--- src/rtl/hazard_unit_if.sv ---
// Bundle of pipeline-side signals exchanged with the hazard unit.
// The pipeline (master) drives register indices and stage status; the hazard unit (slave) returns selects and stall/flush controls.
interface hazard_unit_if #(
  parameter int CNT_W = 32
);
  logic [4:0]       Rs1D;
  logic [4:0]       Rs2D;
  logic [4:0]       Rs1E;
  logic [4:0]       Rs2E;
  logic [4:0]       RdE;
  logic [4:0]       RdM;
  logic [4:0]       RdW;
  logic             PCSrcE;
  logic             ResultSrcb0E;
  logic             RegWriteM;
  logic             RegWriteW;
  logic             MemReqM;
  logic             MemReadyM;
  logic [1:0]       ForwardAE;
  logic [1:0]       ForwardBE;
  logic             StallF;
  logic             StallD;
  logic             StallE;
  logic             StallM;
  logic             FlushD;
  logic             FlushE;
  logic             FlushW;
  logic             MemTimeout;
  logic [CNT_W-1:0] StallCycles;
  logic             dbg_wait;

  // Memory handshake: an access is pending while MemReqM=1 and completes in the
  // cycle MemReadyM=1 is seen alongside it; MemReqM=0 means no access, MemReadyM ignored.
  modport master (
    output Rs1D, Rs2D, Rs1E, Rs2E, RdE, RdM, RdW,
    output PCSrcE, ResultSrcb0E, RegWriteM, RegWriteW, MemReqM, MemReadyM,
    input  ForwardAE, ForwardBE, StallF, StallD, StallE, StallM,
    input  FlushD, FlushE, FlushW, MemTimeout, StallCycles, dbg_wait
  );

  modport slave (
    input  Rs1D, Rs2D, Rs1E, Rs2E, RdE, RdM, RdW,
    input  PCSrcE, ResultSrcb0E, RegWriteM, RegWriteW, MemReqM, MemReadyM,
    output ForwardAE, ForwardBE, StallF, StallD, StallE, StallM,
    output FlushD, FlushE, FlushW, MemTimeout, StallCycles, dbg_wait
  );
endinterface

--- src/rtl/hazard_unit.sv ---
// Forwarding, load-use stall, branch flush and memory-wait control for the 5-stage pipeline.
// Also tracks a sticky memory-wait timeout and a saturating count of fetch-stall cycles.
module hazard_unit #(
  parameter int TIMEOUT = 16,
  parameter int CNT_W   = 32
) (
  input logic         clk,
  input logic         reset,
  hazard_unit_if.slave hz
);
  localparam int WCNT_W = (TIMEOUT < 1) ? 1 : $clog2(TIMEOUT + 1);
  localparam logic [WCNT_W-1:0] WCNT_MAX = WCNT_W'(TIMEOUT);

  typedef enum logic {ST_IDLE, ST_WAIT} state_t;

  state_t           state_q, state_d;
  logic [WCNT_W-1:0] wait_cnt_q, wait_cnt_d;
  logic             mem_timeout_q, mem_timeout_d;
  logic [CNT_W-1:0] stall_cycles_q, stall_cycles_d;

  logic lw_stall;
  logic mem_stall;
  logic stall_f;

  always_comb begin
    hz.ForwardAE = 2'b00;
    if (hz.RegWriteM && (hz.RdM != 5'd0) && (hz.RdM == hz.Rs1E))
      hz.ForwardAE = 2'b10;
    else if (hz.RegWriteW && (hz.RdW != 5'd0) && (hz.RdW == hz.Rs1E))
      hz.ForwardAE = 2'b01;

    hz.ForwardBE = 2'b00;
    if (hz.RegWriteM && (hz.RdM != 5'd0) && (hz.RdM == hz.Rs2E))
      hz.ForwardBE = 2'b10;
    else if (hz.RegWriteW && (hz.RdW != 5'd0) && (hz.RdW == hz.Rs2E))
      hz.ForwardBE = 2'b01;
  end

  assign lw_stall  = hz.ResultSrcb0E && (hz.RdE != 5'd0) &&
                     ((hz.RdE == hz.Rs1D) || (hz.RdE == hz.Rs2D));
  assign mem_stall = hz.MemReqM && !hz.MemReadyM;
  assign stall_f   = lw_stall || mem_stall;

  // A memory wait freezes everything up to M, so a taken branch stays parked
  // in E and its flush is deferred to the cycle the wait ends.
  assign hz.StallF = stall_f;
  assign hz.StallD = stall_f;
  assign hz.StallE = mem_stall;
  assign hz.StallM = mem_stall;
  assign hz.FlushW = mem_stall;
  assign hz.FlushD = hz.PCSrcE && !mem_stall;
  assign hz.FlushE = (lw_stall || hz.PCSrcE) && !mem_stall;

  always_comb begin
    state_d        = state_q;
    wait_cnt_d     = wait_cnt_q;
    mem_timeout_d  = mem_timeout_q;
    stall_cycles_d = stall_cycles_q;

    case (state_q)
      ST_IDLE: begin
        if (mem_stall) begin
          state_d    = ST_WAIT;
          wait_cnt_d = WCNT_W'(1);
        end
      end
      ST_WAIT: begin
        if (mem_stall) begin
          // Counter parks at TIMEOUT; the wait is never forcibly released.
          if (wait_cnt_q == WCNT_MAX) mem_timeout_d = 1'b1;
          else                        wait_cnt_d    = wait_cnt_q + WCNT_W'(1);
        end else begin
          state_d    = ST_IDLE;
          wait_cnt_d = '0;
        end
      end
      default: begin
        state_d    = ST_IDLE;
        wait_cnt_d = '0;
      end
    endcase

    if (stall_f && (stall_cycles_q != {CNT_W{1'b1}}))
      stall_cycles_d = stall_cycles_q + CNT_W'(1);
  end

  always_ff @(posedge clk) begin
    if (reset) begin
      state_q        <= ST_IDLE;
      wait_cnt_q     <= '0;
      mem_timeout_q  <= 1'b0;
      stall_cycles_q <= '0;
    end else begin
      state_q        <= state_d;
      wait_cnt_q     <= wait_cnt_d;
      mem_timeout_q  <= mem_timeout_d;
      stall_cycles_q <= stall_cycles_d;
    end
  end

  assign hz.MemTimeout  = mem_timeout_q;
  assign hz.StallCycles = stall_cycles_q;
  assign hz.dbg_wait    = (state_q == ST_WAIT);
endmodule

--- src/flat_wrapper.sv ---
// flat-port wrapper written by rule: the top's interface ports become plain ports
module hazard_unit_flat 
#(
  parameter int TIMEOUT = 16,
  parameter int CNT_W   = 32
)
  (clk, reset, hz_Rs1D, hz_Rs2D, hz_Rs1E, hz_Rs2E, hz_RdE, hz_RdM, hz_RdW, hz_PCSrcE, hz_ResultSrcb0E, hz_RegWriteM, hz_RegWriteW, hz_MemReqM, hz_MemReadyM, hz_ForwardAE, hz_ForwardBE, hz_StallF, hz_StallD, hz_StallE, hz_StallM, hz_FlushD, hz_FlushE, hz_FlushW, hz_MemTimeout, hz_StallCycles, hz_dbg_wait);
  hazard_unit_if #(.CNT_W(CNT_W)) hz_i ();
  input logic clk;
  input logic reset;
  input wire logic [$bits(hz_i.Rs1D)-1:0] hz_Rs1D;
  input wire logic [$bits(hz_i.Rs2D)-1:0] hz_Rs2D;
  input wire logic [$bits(hz_i.Rs1E)-1:0] hz_Rs1E;
  input wire logic [$bits(hz_i.Rs2E)-1:0] hz_Rs2E;
  input wire logic [$bits(hz_i.RdE)-1:0] hz_RdE;
  input wire logic [$bits(hz_i.RdM)-1:0] hz_RdM;
  input wire logic [$bits(hz_i.RdW)-1:0] hz_RdW;
  input wire logic [$bits(hz_i.PCSrcE)-1:0] hz_PCSrcE;
  input wire logic [$bits(hz_i.ResultSrcb0E)-1:0] hz_ResultSrcb0E;
  input wire logic [$bits(hz_i.RegWriteM)-1:0] hz_RegWriteM;
  input wire logic [$bits(hz_i.RegWriteW)-1:0] hz_RegWriteW;
  input wire logic [$bits(hz_i.MemReqM)-1:0] hz_MemReqM;
  input wire logic [$bits(hz_i.MemReadyM)-1:0] hz_MemReadyM;
  output wire logic [$bits(hz_i.ForwardAE)-1:0] hz_ForwardAE;
  output wire logic [$bits(hz_i.ForwardBE)-1:0] hz_ForwardBE;
  output wire logic [$bits(hz_i.StallF)-1:0] hz_StallF;
  output wire logic [$bits(hz_i.StallD)-1:0] hz_StallD;
  output wire logic [$bits(hz_i.StallE)-1:0] hz_StallE;
  output wire logic [$bits(hz_i.StallM)-1:0] hz_StallM;
  output wire logic [$bits(hz_i.FlushD)-1:0] hz_FlushD;
  output wire logic [$bits(hz_i.FlushE)-1:0] hz_FlushE;
  output wire logic [$bits(hz_i.FlushW)-1:0] hz_FlushW;
  output wire logic [$bits(hz_i.MemTimeout)-1:0] hz_MemTimeout;
  output wire logic [$bits(hz_i.StallCycles)-1:0] hz_StallCycles;
  output wire logic [$bits(hz_i.dbg_wait)-1:0] hz_dbg_wait;
  assign hz_i.Rs1D = hz_Rs1D;
  assign hz_i.Rs2D = hz_Rs2D;
  assign hz_i.Rs1E = hz_Rs1E;
  assign hz_i.Rs2E = hz_Rs2E;
  assign hz_i.RdE = hz_RdE;
  assign hz_i.RdM = hz_RdM;
  assign hz_i.RdW = hz_RdW;
  assign hz_i.PCSrcE = hz_PCSrcE;
  assign hz_i.ResultSrcb0E = hz_ResultSrcb0E;
  assign hz_i.RegWriteM = hz_RegWriteM;
  assign hz_i.RegWriteW = hz_RegWriteW;
  assign hz_i.MemReqM = hz_MemReqM;
  assign hz_i.MemReadyM = hz_MemReadyM;
  assign hz_ForwardAE = hz_i.ForwardAE;
  assign hz_ForwardBE = hz_i.ForwardBE;
  assign hz_StallF = hz_i.StallF;
  assign hz_StallD = hz_i.StallD;
  assign hz_StallE = hz_i.StallE;
  assign hz_StallM = hz_i.StallM;
  assign hz_FlushD = hz_i.FlushD;
  assign hz_FlushE = hz_i.FlushE;
  assign hz_FlushW = hz_i.FlushW;
  assign hz_MemTimeout = hz_i.MemTimeout;
  assign hz_StallCycles = hz_i.StallCycles;
  assign hz_dbg_wait = hz_i.dbg_wait;
  hazard_unit #(.TIMEOUT(TIMEOUT), .CNT_W(CNT_W)) u_core (.clk(clk), .reset(reset), .hz(hz_i));
endmodule
--- config.mk ---
export PLATFORM = sky130hd
export DESIGN_NAME = hazard_unit_flat
export DESIGN_NICKNAME = d
export VERILOG_FILES = /design/src/rtl/hazard_unit_if.sv /design/src/rtl/hazard_unit.sv /design/src/flat_wrapper.sv
export SDC_FILE = /design/constraint.sdc
export NUM_CORES = 1
export LEC_CHECK = 0
export BUFFER_PORTS_ARGS = -buffer_cell sky130_fd_sc_hd__buf_2
export CAP_MARGIN = 20
export CORE_MARGIN = 2
export CORE_UTILIZATION = 48
export DETAILED_ROUTE_END_ITERATION = 8
export PLACE_DENSITY = 0.78
export RECOVER_POWER = 25
export SETUP_SLACK_MARGIN = 0.02
export SLEW_MARGIN = 20
export SYNTH_ARGS = -nofsm -noshare
export SYNTH_HDL_FRONTEND = slang
export SYNTH_SLANG_ARGS = --single-unit
--- constraint.sdc ---
create_clock -name clk -period 2.4 [get_ports clk]
set_clock_uncertainty 0.1 [all_clocks]
set_input_delay 0.24 -clock clk [delete_from_list [all_inputs] [get_ports clk]]
set_output_delay 0.24 -clock clk [all_outputs]
set_load 0.01 [all_outputs]
==> impl_results.md, run 1 <==
* CP startpoint kind: flip-flop
* Critical path peak fanout at 17
* Die footprint at 5670 µm²
* Total clock sinks at 39
* PD cells at around 460 nW/µm²
* Number of enable flip-flop cells after synthesis at 0
* CP arrival at 2.35 ns
* Unique masters post-synth at 42
* Post-route setup slack at about 0.13 ns
* Via density at 5.47
* Primary FF master, synth: dfxtp_1
* Leak Pwr at 0.00124 µW
* Final Critical Period at 2.27 ns
* Asr flop ratio synth at 0%
* Share of cells above drive strength 1 at 25.8%
* CTS max path bufs at 2
* Failing checks: capacitance limit, slew limit
* Setup TNS at 0 ns
* Post-Synth Simple-Gate Area at 33.1%
* Post-Synth XOR/XNOR Area at 17.2%
* Slew headroom at -28.4%
* Worst-Margin Slew at around 1.9 ns
* RSZ-0062 raised after global routing: false
* Syn avg cell area at ~8 µm²
* Routability congestion estimate at 0.920
* Hold Buf Count CTS at 0
* # DRC at 0
* Die width at 75.3 µm
* Endpoints failing setup at 0
* F_max at 441 MHz
* Fin Hold WS at approximately 0.4 ns
* Synthesized cell area at around 2400 µm²
* Total global routing overflow at 0
* Worst Setup End Kind: flip-flop
* Clock transition at path regs at 0.08 ns
* CTS tree: yes
* Total GRT Usage at 22.2%
* Hold Violations, Final at 0
* PortBufs at 87
* Final wirelength at 6080 µm
* Max cap viols at 1
* Postcts setup bufs at 0
* IO Pins at 88
* Mux contribution to synthesized area at about 2.3%
* Vias at 2483
* Slew Limit Fails at 46
* Antenna Nets Post-Route at 0
* Router iterations before antenna repair at 4
* CP required at 2.49 ns
* Pre-CTS setup slack at 0.0643 ns
* Initial Util at between 50 and 60%
* Fin crit share at 94.5%
* Hold Path Class: flip-flop to flip-flop
* Final Core Density at 63.5%
* Post-DR wirelength/cell at 13.4 µm
* Die Span Y at 75.3 µm
* DR iter-0 viols at 154
* Post-synthesis adder-cell area fraction at 1.54%
* Antenna cells at 0
* Core ar. at 4820 µm²
* Root Driver: clkbuf_8
* Hpwl dp at 4600 µm
* Synthesis-to-layout area growth at 25.3%
* Resize count post-CTS at 0
* Cell row count at 25
* Post-synthesis sequential element count at 39
* Vias in the first global route at 2259
* Compound-Gate Fraction of Synth Area at 9.64%
* Top-area cell type share of the netlist area at 32.0%
* IR drop worst, VDD at 0.000291 V
* Initial antenna violation count at 0
* Nets at about 430
* Syn nets at between 300 and 400
* Status: finished with violations
* Synth cell count leaders: 41 x nor2_1, 40 x xor2_1, 39 x dfxtp_1, 19 x nand4_1, 17 x nand2_1
* Synth warnings at 0
* Crit path kind: flip-flop to flip-flop
* Largest net degree at the start of global routing at 46
* Top-count cell post-synth: nor2_1
* Yosys top cell by area: dfxtp_1
* Total CTS buffers at 5
* First-pass GRT wire length at 9870 µm
* Fillers at 446
* Cells after Synth at 296
* Largest family of logic cells by synthesized area: simple AND/OR/NAND/NOR gates
* Register area share after synthesis at 32.0%
* Skew-Pair Late Insertion Delay at 0.29 ns
* H-tree depth at 2
* Synth top area cells: dfxtp_1 32%, xor2_1 14%, nor2_1 6.3%, nand4_1 4.9%, or4_1 3.7%
-- worst max-delay path, stage by stage, from the launching register on --
cell     delay [ns]
dfxtp_1        0.35
ha_1           0.25
and2_1         0.18
and4_4         0.17
a32oi_4        0.26
nand2_4        0.16
nor4_1         0.33
mux2_2         0.37
-- state kept, by name, summed over array words and instances, names as in the netlist --
| signal | cells |
|---|---|
| u_core.hz.StallCycles | 32 |
| u_core.wait_cnt_q | 5 |
| u_core.hz.MemTimeout | 1 |
| u_core.hz.dbg_wait | 1 |
-- layout by cell type (no fill, tap or decap), types with 2 or more instances in the layout --
master	instances
ha_1	3
and3_1	3
clkbuf_1	21
a22oi_1	2
nor2b_1	6
and4_4	2
and2_1	5
nor3_2	2
nor4_2	2
buf_2	66
xnor2_1	8
dfxtp_1	39
and4_1	3
nor2_1	41
mux2_2	4
o31ai_1	5
inv_1	7
or3_1	3
xor2_1	40
nor3_1	2
o21ai_0	12
nand3b_1	2
nor4_1	8
clkbuf_8	6
or4_1	12
buf_4	10
nand4_1	19
nand3_1	12
a21oi_1	11
nand2_1	17
-- metal layers --
metal / global-route usage (%) / share of wire, % / routed length (µm)
met5: 0 / 0 / 0
met4: 8.38 / 1.5 / 91
met3: 5.56 / 6.4 / 387
met2: 37.1 / 50 / 3040
met1: 27.7 / 42 / 2560
-- report_power, final --
group          switching, µW  internal (µW)  total [µW]
registers               5.22            651         656
logic                    113           82.4         195
clock network            233            336         570
total                    351           1070        1420
-- worst paths after layout --
kind	start	endpoint	slack, ns	cells past startpoint
hold / removal	u_core.hz.StallCycles[13]	u_core.hz.StallCycles[13]	0.40	2
setup / recovery	u_core.hz.StallCycles[0]	u_core.hz.StallCycles[31]	0.13	7
setup reg to reg	u_core.hz.StallCycles[0]	u_core.hz.StallCycles[31]	0.13	7
hold reg to reg	u_core.hz.StallCycles[13]	u_core.hz.StallCycles[13]	0.40	2
-- cell families (layout without fill, tap and decap cells) --
family          count (synthesis)  after routing
flops                          39             39
xor+xnor                       48             48
mux                             5              5
fa+ha+maj                       3              3
buf+inv                        21            112
compound gates                 35             35
simple gates                  145            145
-- final cells by class --
cell class | instances | area [µm²] | area share, %
clock inverter | 2 | 35.0 | 1.15
tap | 67 | 83.8 | 2.74
timing repair buffer | 97 | 484 | 15.8
sequential | 39 | 781 | 25.5
multi-input combinational | 236 | 1570 | 51.2
inverter | 7 | 26.3 | 0.859
clock buffer | 6 | 82.6 | 2.70
-- per-stage QoR --
step                instances  area, µm²  power, µW
floorplan                 296       2440        784
global placement          446       2960        860
detailed placement        446       2960        864
CTS                       454       3070       1440
global route              454       3060       1480
finish                    454       3060       1420
Note: power is estimated with default switching activity, not from simulation.
==> run 2, diff against run 1 <==
Settings changed: CORE_MARGIN 2 to unset.
==> impl_results.md, run 2 (synthesis results as in run 1) <==
* Initial Util at 50.7%
* Fillers at 454
* CP startpoint kind: flip-flop
* Worst r2r src: u_core.hz.StallCycles[0]
* Clock transition at path regs at around 0.08 ns
* Switching share of power at 25.9%
* PortBufs at 87
* Skew-Pair Late Insertion Delay at 0.31 ns
* Worst-Margin Slew at ~2 ns
* Initial antenna violation count at 0
* RSZ-0062 raised after global routing: false
* # DRC at 0
* Max cap viols at 1
* Total clock sinks at 39
* Slew Limit Fails at 46
* Most frequent cells in the layout: 68 x buf_2, 41 x nor2_1, 40 x xor2_1
* Status: finished with violations
* Vias in the first global route at 2218
* Final wirelength at 6030 µm
* Critical path, cell by cell: ha_1 -> and2_1 -> and4_4 -> a32oi_4 -> nand2_4 -> nor4_2 -> mux2_2
* Pre-CTS setup slack at 0.0118 ns
* CTS tree: yes
* Synthesis-to-layout area growth at 24.9%
* Dpl cell area at 2940 µm²
* H-tree depth at 2
* Die Span Y at 73.3 µm
* CP required at 2.49 ns
* Endpoints failing setup at 0
* Largest register FFs at 32
* Register area at 782 µm²
* Antenna Nets Post-Route at 0
* Post-DR wirelength/cell at 13.3 µm
* Worst setup startpoint: u_core.hz.StallCycles[0]
* Int Power at 1040 µW
* Routability congestion estimate at 0.847
* Total GRT Usage at 23.6%
* CP peak stage delay at 0.36 ns
* Power share of the combinational group at 13.8%
* First-pass GRT wire length at 9920 µm
* Cell row count at 25
* Post-route setup slack at 0.127 ns
* Failing checks: capacitance limit, slew limit
* Hold path start: u_core.hz.MemTimeout
* Via density at 5.52
* Final Critical Period at 2.27 ns
* Largest net degree at the start of global routing at 46
* Setup TNS at 0 ns
* F_max at around 440 MHz
* Vias at 2494
* Router iterations before antenna repair at 4
* Die width at 73.3 µm
* Multi-input logic area at 1570 µm²
* Nets at 430
* Worst Setup End Kind: flip-flop
* CP arrival at between 2 and 2.5 ns
* Crit-path slowest cell: mux2_2
* Crit path kind: flip-flop to flip-flop
* Part of the power in registers at 46.6%
* Root Driver: clkbuf_8
* Antenna cells at 0
* Hold Violations, Final at 0
* Worst Path Buf+Inv at 0
* Total CTS buffers at 5
* Critical path peak fanout at 22
* Leak Pwr at 0.00124 µW
* Fin crit share at 94.7%
* Top Family by Delay on Critical Path: simple AND/OR/NAND/NOR gates
* Hpwl dp at 4470 µm
* Slew headroom at -30.4%
* IO Pins at 88
* Sw power at between 300 and 400 µW
* Total global routing overflow at 0
* Clk network pwr share at 39.6%
* Share of cells above drive strength 1 at 26.5%
* Core ar. at 4820 µm²
* Hold Path Class: flip-flop to flip-flop
* PD cells at about 460 nW/µm²
* Die footprint at between 5000 and 6000 µm²
* DR iter-0 viols at 159
* Commonest non-fill, non-tap cell in the layout: buf_2
* Final instance area at around 3000 µm²
* IR drop worst, VDD at between 0.0002 and 0.0003 V
* CTS max path bufs at 2
[run 2: cell count changes in the layout (fill, tap and decap cells not counted)]
| cell | before | now |
|---|---|---|
| dfxtp_1 | 39 | 38 |
| buf_4 | 10 | 8 |
| clkinv_4 | 0 | 1 |
| dfxtp_2 | 0 | 1 |
| clkbuf_1 | 21 | 19 |
| buf_2 | 66 | 68 |
| nor4_1 | 8 | 7 |
| nor4_2 | 2 | 3 |
| clkbuf_8 | 6 | 5 |
[run 2: per-stage QoR]
stage | std cells | hold slack (ns) | utilization [%] | power, µW
floorplan | 296 | 0.371 | - | 784
global route | 452 | 0.424 | 63.3 | 1470
finish | 452 | 0.388 | 63.3 | 1410
detailed placement | 444 | 0.366 | 61.1 | 863
global placement | 444 | 0.361 | 61.1 | 858
CTS | 452 | 0.394 | 63.5 | 1420
[run 2: what timing repair did]
item	4_1_cts	5_1_grt
hold buffers	0	0
gates resized for setup	1	4
endpoints found under the setup margin	1	2
gates cloned	0	0
hold endpoints to repair	0	0
buffers inserted	0	0
[run 2: cell type report]
type / count / area share (%)
clock inverters: 3 / 1.44
well taps: 67 / 2.75
multi-input cells: 236 / 51.6
inverters: 7 / 0.862
repair buffers: 95 / 15.5
flip-flops and latches: 39 / 25.6
clock buffers: 5 / 2.26
[run 2: final timing paths]
path / to / slack (ns) / cells past startpoint
worst min register to register: u_core.hz.MemTimeout / 0.39 / 2
worst max-delay path: u_core.hz.StallCycles[29] / 0.13 / 7
worst min-delay path: u_core.hz.MemTimeout / 0.39 / 2
worst max register to register: u_core.hz.StallCycles[29] / 0.13 / 7
[run 2: layer usage]
metal,global-route usage [%],vias to the layer above,wire [µm]
met2,40.5,76,2920
met3,6.45,10,302
li1,-,1241,-
met5,0,-,0
met1,28.6,1167,2700
met4,7.48,0,104
[run 2: worst register-to-register path, delay by kind of cell (launching register included)]
kind            cells  cell delay [ns]
compound gates      1             0.26
fa+ha+maj           1             0.24
flops               1             0.34
mux                 1             0.36
simple gates        4             0.86
[run 2: power by group through the flow]
stage	clock (µW)	sequential [µW]	combinational, µW
after floorplan	0	672	112
after global placement	0	671	187
after detailed placement	0	671	192
after CTS	569	656	194
after global routing	597	657	213
final	556	656	194
